`config.mk`:
```
export PLATFORM = sky130hd
export DESIGN_NAME = afferent_spike_gen
export DESIGN_NICKNAME = d
export VERILOG_FILES = /design/src/rtl/spindle_pkg.sv /design/src/rtl/float_to_ufix.sv /design/src/rtl/afferent_spike_gen.sv
export SDC_FILE = /design/constraint.sdc
export NUM_CORES = 1
export LEC_CHECK = 0
export CORE_MARGIN = 3
export CORE_UTILIZATION = 59
export CTS_CLUSTER_SIZE = 8
export DETAILED_ROUTE_END_ITERATION = 12
export PLACE_DENSITY = 0.93
export SLEW_MARGIN = 20
export SYNTH_ARGS = -nofsm -noshare
export SYNTH_HDL_FRONTEND = slang
export SYNTH_HIERARCHICAL = 1
export SYNTH_SLANG_ARGS = --single-unit
```
`constraint.sdc`:
```
create_clock -name clk -period 4.9 [get_ports clk]
set_input_delay 0.49 -clock clk [delete_from_list [all_inputs] [get_ports clk]]
set_output_delay 0.49 -clock clk [all_outputs]
set_load 0.005 [all_outputs]
```
`src/rtl/spindle_pkg.sv`:
```
// Shared constants and helpers for the spindle afferent path.
// Latency: none (declarations only).
// Backpressure: not applicable.
package spindle_pkg;

    // IEEE-754 single-precision field layout
    localparam int EXP_W    = 8;
    localparam int MAN_W    = 23;
    localparam int EXP_BIAS = 127;

    // Integer bits of the unsigned fixed-point rate (rates below 2^17 pps)
    localparam int INT_W    = 17;

    localparam logic [31:0] IEEE_100000 = 32'h47C3_5000;
    localparam logic [31:0] IEEE_ZERO   = 32'h0000_0000;

    // Accumulator threshold: one full phase turn, in rate fixed-point units
    function automatic int thresh(input int tick_hz, input int frac_w);
        return tick_hz << frac_w;
    endfunction

endpackage

```
`src/rtl/float_to_ufix.sv`:
```
// Combinational IEEE-754 single -> UQ17.FRAC_W, truncating toward zero.
// Latency: 0 cycles (pure combinational; the parent registers around it).
// Backpressure: none. Negatives, zero, denormals, NaN -> 0; +inf or >= 2^17 -> all ones.
module float_to_ufix
    import spindle_pkg::*;
#(
    parameter int FRAC_W = 8
) (
    input  logic [31:0]             f,
    output logic [INT_W+FRAC_W-1:0] fix
);

    localparam int OW     = INT_W + FRAC_W;
    localparam int WIDE_W = MAN_W + OW;

    localparam logic [EXP_W-1:0] EXP_MAX   = '1;
    localparam logic [EXP_W-1:0] EXP_CLAMP = EXP_W'(EXP_BIAS + INT_W);
    localparam logic [EXP_W-1:0] EXP_MIN   = EXP_W'(EXP_BIAS - FRAC_W);

    logic             sgn;
    logic [EXP_W-1:0] ex;
    logic [MAN_W-1:0] man;
    logic [EXP_W-1:0] sh;

    assign {sgn, ex, man} = f;

    // Classify the operand, then scale the significand by 2^(exp-bias+FRAC_W) and drop the fraction
    always_comb begin
        sh = ex - EXP_MIN;
        if (sgn || (ex == '0) || ((ex == EXP_MAX) && (man != '0))) begin
            fix = '0;
        end else if (ex >= EXP_CLAMP) begin
            fix = '1;
        end else if (ex < EXP_MIN) begin
            fix = '0;
        end else begin
            fix = OW'((WIDE_W'({1'b1, man}) << sh) >> MAN_W);
        end
    end

endmodule

```
`src/rtl/afferent_spike_gen.sv`:
```
// Afferent spike generator: float rate -> fixed point, phase-accumulated into spikes and a windowed count.
// Latency: rate_valid -> rate_fix 2 cycles; tick -> spike / count_valid 1 cycle.
// Backpressure: none, strobes only. Optional refractory period under SPIKEGEN_REFRACTORY_EN.
module afferent_spike_gen
    import spindle_pkg::*;
#(
    parameter int TICK_HZ   = 1024,
    parameter int FRAC_W    = 8,
    parameter int WIN_TICKS = 1024,
    parameter int CNT_W     = 16
`ifdef SPIKEGEN_REFRACTORY_EN
    ,
    parameter int REFR_TICKS = 2
`endif
) (
    input  logic                    clk,
    input  logic                    reset_n,
    input  logic [31:0]             rate_in,
    input  logic                    rate_valid,
    input  logic                    tick,
    output logic                    spike,
    output logic [INT_W+FRAC_W-1:0] rate_fix,
    output logic [CNT_W-1:0]        count_out,
    output logic                    count_valid
);

    localparam int RW   = INT_W + FRAC_W;
    localparam int AW   = RW + 1;
    localparam int TC_W = (WIN_TICKS > 1) ? $clog2(WIN_TICKS) : 1;

    localparam logic [AW-1:0]   THRESH    = AW'(thresh(TICK_HZ, FRAC_W));
    localparam logic [AW-1:0]   THRESH_M1 = AW'(thresh(TICK_HZ, FRAC_W) - 1);
    localparam logic [TC_W-1:0] TC_LAST   = TC_W'(WIN_TICKS - 1);

    logic [31:0]      rate_q;
    logic             rate_q_vld;
    logic [RW-1:0]    rate_conv;
    logic [AW-1:0]    acc;
    logic [AW-1:0]    sum;
    logic [AW-1:0]    excess;
    logic [AW-1:0]    acc_nxt;
    logic             over;
    logic             fire;
    logic             refr_block;
    logic [TC_W-1:0]  tick_cnt;
    logic [CNT_W-1:0] win_cnt;
    logic [CNT_W-1:0] win_inc;

    float_to_ufix #(.FRAC_W(FRAC_W)) u_conv (
        .f   (rate_q),
        .fix (rate_conv)
    );

    // Two-stage conversion pipeline: capture the float, then the converted fixed-point rate
    always_ff @(posedge clk or negedge reset_n) begin
        if (!reset_n) begin
            rate_q     <= IEEE_ZERO;
            rate_q_vld <= 1'b0;
            rate_fix   <= '0;
        end else begin
            rate_q_vld <= rate_valid;
            if (rate_valid) begin
                rate_q <= rate_in;
            end
            if (rate_q_vld) begin
                rate_fix <= rate_conv;
            end
        end
    end

`ifdef SPIKEGEN_REFRACTORY_EN
    localparam int REFR_W = (REFR_TICKS < 4) ? 2 : $clog2(REFR_TICKS + 1);

    logic [REFR_W-1:0] refr_cnt;

    assign refr_block = (refr_cnt != '0);

    // Refractory down-counter: reloads on a spike, then burns one count per blocked tick
    always_ff @(posedge clk or negedge reset_n) begin
        if (!reset_n) begin
            refr_cnt <= '0;
        end else if (tick) begin
            if (fire) begin
                refr_cnt <= REFR_W'(REFR_TICKS);
            end else if (refr_block) begin
                refr_cnt <= refr_cnt - 1'b1;
            end
        end
    end
`else
    assign refr_block = 1'b0;
`endif

    // Phase step using the registered rate; the clamp keeps acc below THRESH so it never wraps
    always_comb begin
        sum     = acc + AW'(rate_fix);
        over    = (sum >= THRESH);
        fire    = over && !refr_block;
        excess  = sum - THRESH;
        acc_nxt = sum;
        if (fire) begin
            acc_nxt = (excess > THRESH_M1) ? THRESH_M1 : excess;
        end else if (over) begin
            acc_nxt = THRESH_M1;
        end
        win_inc = win_cnt;
        if (fire && (win_cnt != '1)) begin
            win_inc = win_cnt + 1'b1;
        end
    end

    // Accumulator and one-cycle spike pulse, advanced only on tick
    always_ff @(posedge clk or negedge reset_n) begin
        if (!reset_n) begin
            acc   <= '0;
            spike <= 1'b0;
        end else begin
            spike <= tick && fire;
            if (tick) begin
                acc <= acc_nxt;
            end
        end
    end

    // Window bookkeeping: the wrapping tick publishes its own spike in count_out and restarts the count
    always_ff @(posedge clk or negedge reset_n) begin
        if (!reset_n) begin
            tick_cnt    <= '0;
            win_cnt     <= '0;
            count_out   <= '0;
            count_valid <= 1'b0;
        end else begin
            count_valid <= 1'b0;
            if (tick) begin
                if (tick_cnt == TC_LAST) begin
                    tick_cnt    <= '0;
                    win_cnt     <= '0;
                    count_out   <= win_inc;
                    count_valid <= 1'b1;
                end else begin
                    tick_cnt <= tick_cnt + 1'b1;
                    win_cnt  <= win_inc;
                end
            end
        end
    end

endmodule

```
* Word level (Yosys, flattened, before mapping)
Cells that the tools add are included.
** Cells by class
- Reductions and logical operators :: 8
- $lt $le $gt $ge :: 4
- Shift operators :: 1
- Equal/unequal tests :: 3
- Multiplexer cells :: 10
- Add/subtract/negate cells :: 5
** Operators with widths (number)
- $mux 25 :: 3
- $mux 26 :: 2
- $shl 24x8->48 :: 1
- $mux 16 :: 2
- $add 26x25->26 :: 1
- $ge 26x19->1 const B :: 1
- $gt 26x18->1 const B :: 1
- $sub 26x19->26 const B :: 1
- $reduce_bool 23->1 :: 1
- $add 16x1->16 const B :: 1
- $ne 16x16->1 const B :: 1
- $add 10x1->10 const B :: 1
- $eq 10x10->1 const B :: 1
- $mux 10 :: 1
- $eq 8x8->1 const B :: 1
- $ge 8x8->1 const B :: 1
- $logic_not 8->1 :: 1
- $lt 8x7->1 const B :: 1
- $sub 8x7->8 const B :: 1
- $logic_and 1x1->1 :: 3
- $logic_or 1x1->1 :: 2
- $mux 1 :: 2
- $reduce_and 2->1 :: 1
** Word-level totals
- Logic and storage cells :: 40
- Bits in registers :: 128
- Input port bits :: 36
- Output and inout bits :: 43

* Longest topological paths before layout
Gate-level depths: netlist of the first run.
- Depth in word-level cells :: 5
- Gate-level depth with buffers :: 20
- Depth with buffers taken out :: 18

* By module
Netlist of the first run, hierarchy kept.
** By module, submodules not included
- afferent_spike_gen :: cells an instance 725, seq. area each 3203.1 sq um, area an instance 7195.7 sq um, instances 1
- float_to_ufix :: cells an instance 285, seq. area each 0.0 sq um, area an instance 2053.2 sq um, instances 1

* Worst setup path after synthesis of the first run
Ideal clock, no wire load.
- Path type :: register to register
- Start point :: register rate_fix[0]
- End point :: register count_out[11]
- Data arrival time :: 3.898 ns
- Path slack :: 0.878 ns
- Cell stages (with the launch flop) :: 21
- Clock period less this slack :: 4.022 ns
- Buffers on the path :: 2
- Cells stage by stage :: dfrtp_1 ha_1 inv_1 fa_1 nand2b_1 a211oi_2 o211ai_1 a21o_1 xnor2_1 inv_1 ha_1 nand4_1 nor3_1 nand3_1 nor4_1 a211oi_1 buf_2 a21oi_2 buf_4 a21oi_1 a211o_1
** On the way
- Cells in the longest elaborated chain, start to end :: 4
** Ends and longest elaborated chain
- from (decl) :: RTL line afferent_spike_gen.sv:22 : output logic [INT_W+FRAC_W-1:0] rate_fix,
- from (signal assigned) :: RTL line afferent_spike_gen.sv:66 : rate_fix <= rate_conv;
- $add 26x25->26 :: RTL line afferent_spike_gen.sv:96 : sum = acc + AW'(rate_fix);
- $ge 26x19->1 :: RTL line afferent_spike_gen.sv:97 : over = (sum >= THRESH);
- $logic_and 1x1->1 :: RTL line afferent_spike_gen.sv:107 : if (fire && (win_cnt != '1)) begin
- $mux 16 :: RTL line afferent_spike_gen.sv:107
- to (signal assigned) :: RTL line afferent_spike_gen.sv:138 : count_out <= win_inc;
- to (decl) :: RTL line afferent_spike_gen.sv:23 : output logic [CNT_W-1:0] count_out,
Every way passes these cells.
A chain may end at the register's enable or synchronous reset.

* Worst setup path after layout of the first run
- Start point :: register rate_fix[8]
- End point :: register win_cnt[12]
** On the way
- Cells in the longest elaborated chain, start to end :: 5
** Ends and longest elaborated chain
- $add 26x25->26 :: RTL line afferent_spike_gen.sv:96
- $ge 26x19->1 :: RTL line afferent_spike_gen.sv:97
- $logic_and 1x1->1 :: RTL line afferent_spike_gen.sv:107
- $mux 16 :: RTL line afferent_spike_gen.sv:107
- $mux 16 :: RTL line afferent_spike_gen.sv:135 : if (tick_cnt == TC_LAST) begin
- to (signal assigned) :: RTL line afferent_spike_gen.sv:142 : win_cnt <= win_inc;
- to (decl) :: RTL line afferent_spike_gen.sv:46 : logic [CNT_W-1:0] win_cnt;
Every way passes these cells.

==> metrics.txt, run 1 <==
Root Driver=clkbuf_16; clock latency on the worst-skew pair=430 ps; Setup crit end=win_cnt[12]; endpoint type of the worst setup path=flop; Hold Fails Final Rpt=0; Worst path slowest cell=nor4_1; cell depth of the worst flop-to-flop path=16; Initial Util=60.6%; Reg clk slew, reported paths=60 ps; Slew @ Worst Pin=1130 ps; IO buf count=78; power per cell area=471 nW/um^2; vias in the first global route=8080; final setup violation count=0; Area Overhead vs Synth=16.4%; total power=5070 uW; R2R Setup Slk=280 ps; DR vias/cell=6.55; Static Leakage=0.00451 uW; first-pass GRT wire length=41900 um; clk sinks=128; yosys warns=6; status=completed; Routed Wire Length=25400 um; Setup Skew=9.72 ps; placed inst area=10200 um^2; Routed wire per std cell=19.6 um; cell count along the critical path=16; DR vias=8472; GRT Util Overall=29.5%; Net Count, Synth=1078; Distinct cells, synth=82; data arrival time of the critical path=4930 ps; maxcap violations=0; clk buf depth=2; critical path's top delay family=compound AO/OA/AOI/OAI gates; layout cells sized above 1=15.1%; initial antenna violation count=0; Peak Freq=217 MHz; DR DRC count=0; die width=131 um; CTS tree=yes; VDD IR-drop max=0.323 mV; CP startpoint kind=flop; post-route cell area=10800 um^2; largest net degree at the start of global routing=67; synthesis-stage register bit count=128; EDFF count, synth=0; worst-path cell chain=ha_1 > a211oi_1 > o211ai_1 > a21boi_1 > a2111oi_0 > a311oi_2 > ha_1 > nand4_1 > nor3_1 > nand3_1 > nor4_1 > a211oi_2 > buf_4 > a211oi_2 > o21ai_0 > a21bo_2; FF-to-FF End=win_cnt[12]; worst r2r src=rate_fix[8]; Avg Inst Size Synth=9.16 um^2; max_slew headroom=24.6%; Primary FF master, synth=dfrtp_1; DRT Pass-1 Iters=5; final layout net count=1138; Crit Path Max Fanout=6; netlist area before placement=9250 um^2; asr flop ratio synth=100%; die area=17200 um^2; antenna-violating nets left=0; Worst Path Buf+Inv=1; Die Y=131 um; CTS Buf Count=17; dpl hpwl=18200 um; Syn Inst Count=1010; Hold WC Path Type=in -> async; Max Slew Vio Count=0; DRC marker count from the first detailed-route iteration=1103; sequential-to-total area share from yosys stat=34.6%; antenna diode count=0; period utilization=94.2%; CP Launch Point=rate_fix[8]; H-Tree Depth=4; I/O pin count=79; routability congestion estimate=0.988; CORE AREA=15300 um^2; CP peak stage delay=490 ps; final core area utilization=70.6%; # rows=45; Worst Path Required=5210 ps; Setup Crit Path Kind=reg -> reg; GRT overflow=0; Tmin final=4620 ps
routing by layer:
metal | global-route usage [%] | share of wire, % | wire, um | vias up
li1 | - | - | - | 3871
met1 | 40.1 | 41 | 10500 | 4072
met2 | 47.7 | 48 | 12100 | 447
met3 | 5.90 | 8.1 | 2060 | 82
met4 | 9.98 | 3.0 | 768 | 0
met5 | 0 | 0 | 0 | -
cell type report:
type | instances | area (um^2)
clock buffer | 19 | 453
clock inverter | 13 | 150
fill | 1115 | 4490
inverter | 31 | 116
multi-input combinational | 793 | 5650
sequential | 128 | 3200
tap | 211 | 264
timing repair buffer | 99 | 936
worst reg2reg max path: cells and delay by family (launching register included):
kind                     cells  cell delay [ps]
flip-flops                   1              400
adder cells (fa/ha/maj)      2              590
buffers and inverters        1              220
AND/OR/NAND/NOR              4              870
AO/OA/AOI/OAI                9             2420
cell families (layout without fill, tap and decap cells):
| logic type | count (synthesis) | count (layout) | share of synthesized area (%) |
|---|---|---|---|
| buf+inv | 89 | 162 | 4.45 |
| simple gates | 312 | 312 | 16.3 |
| compound gates | 277 | 277 | 20.1 |
| xor+xnor | 46 | 46 | 4.52 |
| fa+ha+maj | 32 | 32 | 4.41 |
| mux | 126 | 126 | 15.6 |
| flops | 128 | 128 | 34.6 |
cells in the final DEF, fill, tap and decap left out, drive strengths merged, types with 5 or more instances in the layout:
cell / netlist / final
a211o: 5 / 5
a211oi: 19 / 19
a21o: 12 / 12
a21oi: 76 / 76
a22o: 5 / 5
a22oi: 5 / 5
a31oi: 25 / 25
and2: 9 / 9
and3: 17 / 17
buf: 33 / 22
clkbuf: 25 / 19
clkdlybuf4s50: 0 / 77
clkinv: 1 / 5
dfrtp: 128 / 128
ha: 31 / 31
inv: 30 / 35
mux2: 78 / 78
mux2i: 41 / 41
mux4: 7 / 7
nand2: 85 / 85
nand2b: 18 / 18
nand3: 31 / 31
nand4: 11 / 11
nor2: 83 / 83
nor2b: 10 / 10
nor3: 20 / 20
nor4: 10 / 10
o2111ai: 5 / 5
o211ai: 9 / 9
o21ai: 56 / 56
o221ai: 8 / 8
o22ai: 6 / 6
o31ai: 8 / 8
or2: 5 / 5
xnor2: 30 / 30
xor2: 16 / 16
sequential cells by signal, summed over array words and instances, names as in the netlist:
signal / cells
acc: 26
rate_fix: 25
win_cnt: 16
rate_q: 32
spike: 1
tick_cnt: 10
rate_q_vld: 1
count_valid: 1
count_out: 16
synth_stat cells, types with 4 or more instances:
library cell	count	share of area, %
buf_1	6	0.24
a21o_1	12	0.97
nor4_1	10	0.68
nor3_1	19	1.0
nand2_1	85	3.4
a22oi_1	5	0.41
o221ai_1	8	0.76
dfrtp_1	128	35
o21ai_0	52	2.8
a22o_1	5	0.47
xnor2_1	29	2.7
a211o_1	5	0.47
a32oi_1	4	0.38
o2111ai_1	5	0.47
mux2i_1	41	4.4
nor2b_1	10	0.68
nand3_1	31	1.7
mux4_2	7	1.7
nand2b_1	18	1.2
a31oi_1	25	1.7
a211oi_2	6	0.81
a21oi_1	75	4.1
a211oi_1	13	1.1
clkbuf_1	23	0.93
mux2_2	78	9.5
o21a_1	4	0.32
nand4_1	11	0.74
o21ai_1	4	0.22
buf_2	15	0.81
o211ai_1	8	0.65
nor2_1	82	3.3
ha_1	31	4.2
and3_1	17	1.1
inv_1	30	1.2
buf_4	9	0.73
xor2_1	15	1.4
o22ai_1	6	0.41
o31ai_1	7	0.57
or2_2	5	0.34
and2_1	8	0.54
where the power goes:
group	switching (uW)	internal, uW	leakage (uW)
sequential	163	1200	0.00159
combinational	1440	973	0.00263
clock	509	784	0.000291
total	2120	2950	0.00451
worst min path at each step:
stage / start / slack, ps / cells after the start / end
floorplan: reset_n / 190 / 0 / acc[0]
global placement: count_out[14] / 460 / 2 / count_out[14]
detailed placement: count_out[5] / 470 / 2 / count_out[5]
CTS: reset_n / 260 / 2 / spike
global route: reset_n / 290 / 2 / spike
finish: reset_n / 230 / 2 / spike
timing repair:
| action | 4_1_cts | 5_1_grt |
|---|---|---|
| buffers inserted | 0 | 0 |
| endpoints found under the setup margin | 0 | 19 |
| gates resized for setup | 0 | 2 |
| hold endpoints to repair | 0 | 0 |
| hold buffers | 0 | 0 |
metrics by stage:
stage               setup WS (ps)  setup TNS (ps)  hold slack [ps]  std cells
finish                        282               0              227       1294
global route               -0.783          -0.907              291       1294
CTS                           151               0              256       1294
detailed placement            244               0              472       1262
global placement              509               0              463       1262
floorplan                     878               0              194       1010
No activity file was read; power rests on OpenSTA's default activity.
==> run 2, diff against run 1 <==
Settings changed: SYNTH_HIERARCHICAL 1 to unset.
==> run 2 against run 1 <==
  * Maximum frequency grew 2.1%
  * Global-route usage is 2.5 points higher
  * Hold slack improved by 170 ps
  * Sequential power up 4%
  * Clock skew grew 3.7 ps
  * Via count increased by 8.0%
  * Combinational power up 7%
  * Synthesized cell count increased by 8.9%
  * Final cell count grew 5.9%
  * Critical path type unchanged
  * Largest cell class unchanged
  * Highest routed layer unchanged
==> metrics.txt, run 2 <==
Setup Skew=13.4 ps (+3.66 ps); asr flop ratio synth=100% (unchanged); Compound-Gate Fraction of Synth Area=26.0% (+5.9 points); DR DRC count=0 (unchanged); maxcap violations=0 (unchanged); CTS tree=yes; endpoint type of the worst setup path=flop; # rows=45 (unchanged); commonest non-fill, non-tap cells in the layout=dfrtp_1 (128), nand2_1 (121), o21ai_0 (92); share of the synthesized area in the top cell type=34.6% (-0.056 points); die area=17200 um^2 (+0.15%); Post-Synth XOR/XNOR Area=3.03% (-1.5 points); sequential power share=26.6% (-0.2 points); vias in the first global route=8621 (+6.7%); Final Non-Filler Cells=1370 (+5.9%); IO buf count=78 (unchanged); H-Tree Depth=4 (unchanged); Max Slew Vio Count=0 (unchanged); most common cell in the synthesized netlist=dfrtp_1; first-pass GRT wire length=44900 um (+7.4%); DR vias/cell=6.68 (+2.0%); largest family of logic cells by synthesized area=compound AO/OA/AOI/OAI gates; clock latency on the worst-skew pair=430 ps (about the same); Synth Area in Simple Gates=19.9% (+3.6 points); I/O pin count=79 (unchanged); final layout net count=1214 (+6.7%); RSZ-0062 raised after global routing=false; DRC marker count from the first detailed-route iteration=1036 (-6.1%); Sw Ratio=44.0% (+2.3 points); sw power=2340 uW (+11%); netlist area before placement=9260 um^2 (+0.16%); CTS Buf Count=17 (unchanged); VDD IR-drop max=0.356 mV (+10%); Syn Inst Count=1100 (+8.9%); Gate power share=48.7% (+1.0 points); Largest regs=rate_q x32, acc x26, rate_fix x25; sequential-to-total area share from yosys stat=34.6% (-0.056 points); Yosys top cell by area=dfrtp_1; die width=131 um (about the same); Avg Inst Size Synth=8.42 um^2 (-8.0%); Primary FF master, synth=dfrtp_1; CORE AREA=15300 um^2 (unchanged); initial antenna violation count=0 (unchanged); period utilization=92.3% (-1.9 points); Pint=2980 uW (+0.84%); Static Leakage=0.00452 uW (+0.25%); Hold WC Path Type=in -> reg; synthesis-stage register bit count=128 (unchanged); Die Y=131 um (about the same); Routed Wire Length=27800 um (+9.5%); Tmin final=4520 ps (-93.9 ps); most common cell after layout, fill and taps aside=dfrtp_1; Reg clk slew, reported paths=60 ps (about the same); EDFF count, synth=0 (unchanged); final setup violation count=0 (unchanged); antenna diode count=0 (unchanged); Net Count, Synth=1168 (+8.3%); Top reg by flops=rate_q; dpl hpwl=20000 um (+9.6%); Distinct cells, synth=81 (-1.2%); clk sinks=128 (unchanged); Synth top cells by count=dfrtp_1 (128), nand2_1 (121), o21ai_0 (92); clk buf depth=2 (unchanged); Routed wire per std cell=20.3 um (+3.5%); max_slew headroom=21.8% (-2.8 points); Area Overhead vs Synth=16.5% (about the same); status=completed; layout cells sized above 1=9.58% (-5.6 points); Crit Path Max Fanout=20 (+14); largest net degree at the start of global routing=70 (+4.5%); Hold Fails Final Rpt=0 (unchanged); GRT Util Overall=32.0% (+2.5 points); Peak Freq=221 MHz (+2.1%); placed cells=1336 (+5.9%); Total Neg Setup Slack=0 ps (unchanged); Initial Util=60.7% (+0.098 points); GRT overflow=0 (unchanged); antenna-violating nets left=0 (unchanged); power per cell area=493 nW/um^2 (+4.8%); yosys warns=0 (-6); Root Driver=clkbuf_16; routability congestion estimate=1.01 (+2.0%); Setup Crit Path Kind=reg -> reg; data arrival time of the critical path=4800 ps (-130 ps); Synth Area in Adders=4.40% (-0.0071 points); DR vias=9146 (+8.0%); multiplexer share of the synthesized area=7.70% (-7.9 points); Clk pwr share=24.7% (-0.8 points); DRT Pass-1 Iters=6 (+1); top cells by area, synth=dfrtp_1 (35%), o21ai_0 (5.0%), nand2_1 (4.9%); Worst Path Required=5180 ps (-30 ps); Slew @ Worst Pin=1160 ps (+33.4 ps); CP startpoint kind=flop; Largest register FFs=32 (unchanged)
==> run 2: changes by cell type in the layout (fill, tap and decap cells not counted), moves of 11 or more <==
cell       delta
xnor2_1      -15
mux2_2       -46
a21oi_1      +12
nand2_1      +36
o2bb2ai_1    +17
nand4_1      +11
o21ai_0      +40
==> run 2: through the flow <==
step                hold WS [ps]  setup WS (ps)  utilization (%)  area (um^2)  power (uW)
floorplan                    194            954                -         9260        3210
global placement             400            551             66.6        10200        3850
detailed placement           405            332             66.6        10200        3910
CTS                          385            280             70.6        10800        5230
global route                 397           67.8             70.7        10800        5620
finish                       395            376             70.7        10800        5320
==> run 2: critical path, cell delays in order, from the launching register on <==
cell	delay, ps
dfrtp_1	380
ha_1	210
inv_1	70
fa_1	400
nand2b_1	220
a211oi_4	330
o21ai_0	220
a21oi_1	200
or3_1	140
nand2_1	140
inv_1	100
ha_1	160
nand2_1	50
nor4_1	170
nand4_1	110
or4_1	400
nor4_1	260
o32ai_1	140
a211oi_2	230
buf_4	310
o221ai_1	150
==> run 2: kinds of logic after synthesis <==
group | after synthesis
AOI/OAI and AO/OA | 365
xor gates and xnor gates | 32
muxes | 66
buffers and inverters | 98
and+or+nand+nor | 379
DFF | 128
adders and majority gates | 32
==> run 2: timing repair <==
item                       4_1_cts  5_1_grt
hold buffers                     1        0
buffers inserted                 0        1
hold endpoints to repair        22        0
setup endpoints to repair        0       25
resized for setup                0        2
==> run 2: cell type report <==
cell class              count  area (um^2)
inverters                  26         97.6
repair buffers             99          933
clock buffers              22          484
well taps                 211          264
fillers                  1165         4470
clock inverters            10          125
flip-flops and latches    128         3200
multi-input cells         874         5680
==> run 2: final timing paths <==
check	start	endpoint	slack (ps)	cells past startpoint
min	tick	tick_cnt[2]	390	3
max in group asynchronous	reset_n	rate_q[8]	3260	3
min reg2reg	tick_cnt[8]	tick_cnt[8]	480	1
max reg2reg	rate_fix[0]	acc[17]	380	20
min in group asynchronous	reset_n	acc[20]	490	2
max	rate_fix[0]	acc[17]	380	20
==> run 2: power by group through the flow <==
stage          combinational [uW]  clock [uW]  sequential (uW)
3_3_place_gp                 2440           0             1410
6_report                     2590        1320             1420
2_1_floorplan                1860           0             1350
4_1_cts                      2510        1320             1410
3_5_place_dp                 2480           0             1420
5_1_grt                      2820        1370             1440
==> run 2: routing by layer <==
metal  vias up  wire, um  global-route usage [%]
li1       4204         -                       -
met1      4350     11300                    42.6
met2       501     13000                    51.2
met3        91      2410                    7.04
met4         0      1110                    12.8
met5         -         0                       0
==> run 3, diff against run 2 <==
Settings changed: CORE_UTILIZATION 59 to 54, PLACE_DENSITY 0.93 to 0.9.
Clock period 4.9 ns to 3.9 ns, I/O delays scaled along.
==> run 3 against run 2 <==
  * Clock-buffer cell count decreased by 5
  * Combinational power increased by 60%
  * Critical endpoint is now acc[14]
  * Largest power group unchanged
  * Sequential power increased by 25%
  * Power increased by 41%
  * Worst setup slack got worse by 620 ps
  * Highest routed layer unchanged
  * Wire length increased by 9.5%
  * Largest cell class unchanged
  * The flow now finishes with violations (negative setup slack)
==> metrics.txt, run 3 (same netlist as run 2, synthesis figures left out) <==
status=finished, violations left; failing checks=negative setup slack; DRC marker count from the first detailed-route iteration=1262 (+22%); vias in the first global route=8890 (+3.1%); Hold WC Path Type=in -> async; final setup violation count=50 (+50); DR vias=9861 (+7.8%); DR DRC count=0 (unchanged); Largest register FFs=32 (unchanged); CTS Buf Count=17 (unchanged); layout cells sized above 1=18.0% (+8.4 points); first-pass GRT wire length=45600 um (+1.4%); Hold Fails Final Rpt=0 (unchanged); Total Neg Setup Slack=-6490 ps (-6490 ps); Setup WS pre-CTS=-240 ps (-572 ps); Root Driver=clkbuf_16; final core area utilization=69.1% (-1.6 points); Worst Path Required=4200 ps (-980 ps); CORE AREA=16700 um^2 (+9.5%); most common cell after layout, fill and taps aside=dfrtp_1; Routed Wire Length=30500 um (+9.5%); die width=137 um (+4.3%); largest net degree at the start of global routing=64 (-8.6%); # rows=47 (+4.4%); I/O pin count=79 (unchanged); final layout net count=1283 (+5.7%); initial antenna violation count=0 (unchanged); die area=18800 um^2 (+8.8%); clk buf depth=2 (unchanged); cell depth of the worst flop-to-flop path=21 (+5.0%); Setup Crit Path Kind=reg -> reg; clk sinks=128 (unchanged); Initial Util=55.5% (-5.2 points); Largest regs=rate_q x32, acc x26, rate_fix x25; CTS tree=yes; CP startpoint kind=flop; maxcap violations=0 (unchanged); period utilization=106% (+14 points); commonest non-fill, non-tap cells in the layout=dfrtp_1 (128), nand2_1 (120), nor2_1 (84); Die Y=137 um (+4.3%); final worst slack=-247 ps (-623 ps); VDD IR-drop max=0.372 mV (+4.4%); GRT Util Overall=30.7% (-1.3 points); Max Slew Vio Count=0 (unchanged); Routed wire per std cell=21.1 um (+3.6%); max_slew headroom=22.3% (+0.44 points); DRT Pass-1 Iters=6 (unchanged); power per cell area=649 nW/um^2 (+32%); antenna diode count=0 (unchanged); Static Leakage=0.00489 uW (+8.1%); Reg clk slew, reported paths=70 ps (about the same); clock latency on the worst-skew pair=440 ps (about the same); dpl hpwl=20400 um (+1.9%); Crit Path Max Fanout=4 (-80%); Setup Skew=16.1 ps (+2.76 ps); routability congestion estimate=1.03 (+2.3%); Top reg by flops=rate_q; CTS Hold Bufs=0 (-1); GRT overflow=0 (unchanged); IO buf count=78 (unchanged); endpoint type of the worst setup path=flop; Slew @ Worst Pin=1160 ps (-0.694 ps); Peak Freq=241 MHz (+9.1%); Area Overhead vs Synth=24.6%; Tmin final=4150 ps (-377 ps); DR vias/cell=6.81 (+2.0%); H-Tree Depth=4 (unchanged); RSZ-0062 raised after global routing=true; antenna-violating nets left=0 (unchanged); data arrival time of the critical path=4450 ps (-350 ps)
==> run 3: final cells by class <==
type	instances	area, um^2
Multi-Input combinational cell	874	5910
Fill cell	1230	5160
Sequential cell	128	3200
Timing Repair Buffer	168	1480
Clock buffer	17	425
Tap cell	220	275
Clock inverter	15	146
Inverter	26	97.6
==> run 3: what timing repair did <==
action                     4_1_cts  5_1_grt
setup endpoints to repair       40       53
setup buffers                    5       12
pin swaps                       17       36
resized for setup               17       52
gates cloned                     2        1
==> run 3: final timing paths <==
kind / start / to / slack [ps]
worst max-delay path: rate_fix[0] / acc[14] / -250
worst min-delay path: reset_n / tick_cnt[4] / 40
worst max register to register: rate_fix[0] / acc[14] / -250
worst min register to register: tick_cnt[8] / tick_cnt[8] / 480
max in group asynchronous: reset_n / rate_q[7] / 2890
min in group clk: tick / tick_cnt[6] / 400
==> run 3: worst max-delay path, cell delays in order (launching register included) <==
cell and delay (ps):
dfrtp_1 370, ha_2 210, inv_2 40, fa_2 370
nand2b_4 170, a211oi_4 240, o21ai_2 110, a21oi_2 170
or3_4 170, nand2_4 60, inv_2 90, ha_4 140
nand2_1 60, nor4_2 150, nand4_1 160, or4_1 510
nor4_2 190, o32ai_1 120, a211oi_2 150, buf_4 170
clkdlybuf4s15_2 260, o22ai_1 90
==> run 3: power by group <==
group	total [uW]	leakage (uW)	switching (uW)	internal, uW
sequential	1780	0.00160	243	1540
clock	1570	0.000282	678	894
combinational	4140	0.00302	2480	1650
==> run 3: routing by layer <==
metal | share of wire [%] | global-route usage, % | vias to the layer above | wire, um
li1 | - | - | 4339 | -
met1 | 39 | 41.3 | 4676 | 11800
met2 | 46 | 48.5 | 698 | 14000
met3 | 11 | 6.65 | 148 | 3320
met4 | 4.4 | 11.8 | 0 | 1360
met5 | 0 | 0 | - | 0
==> run 3: per-stage QoR <==
step | hold slack [ps] | instances | total power, uW | area, um^2
6_report | 40.5 | 1448 | 7490 | 11500
5_1_grt | 100 | 1448 | 7840 | 11500
4_1_cts | 78.5 | 1435 | 6930 | 11200
3_5_place_dp | 457 | 1396 | 5220 | 10500
3_3_place_gp | 459 | 1396 | 5150 | 10500
2_1_floorplan | 94.4 | 1100 | 4030 | 9260
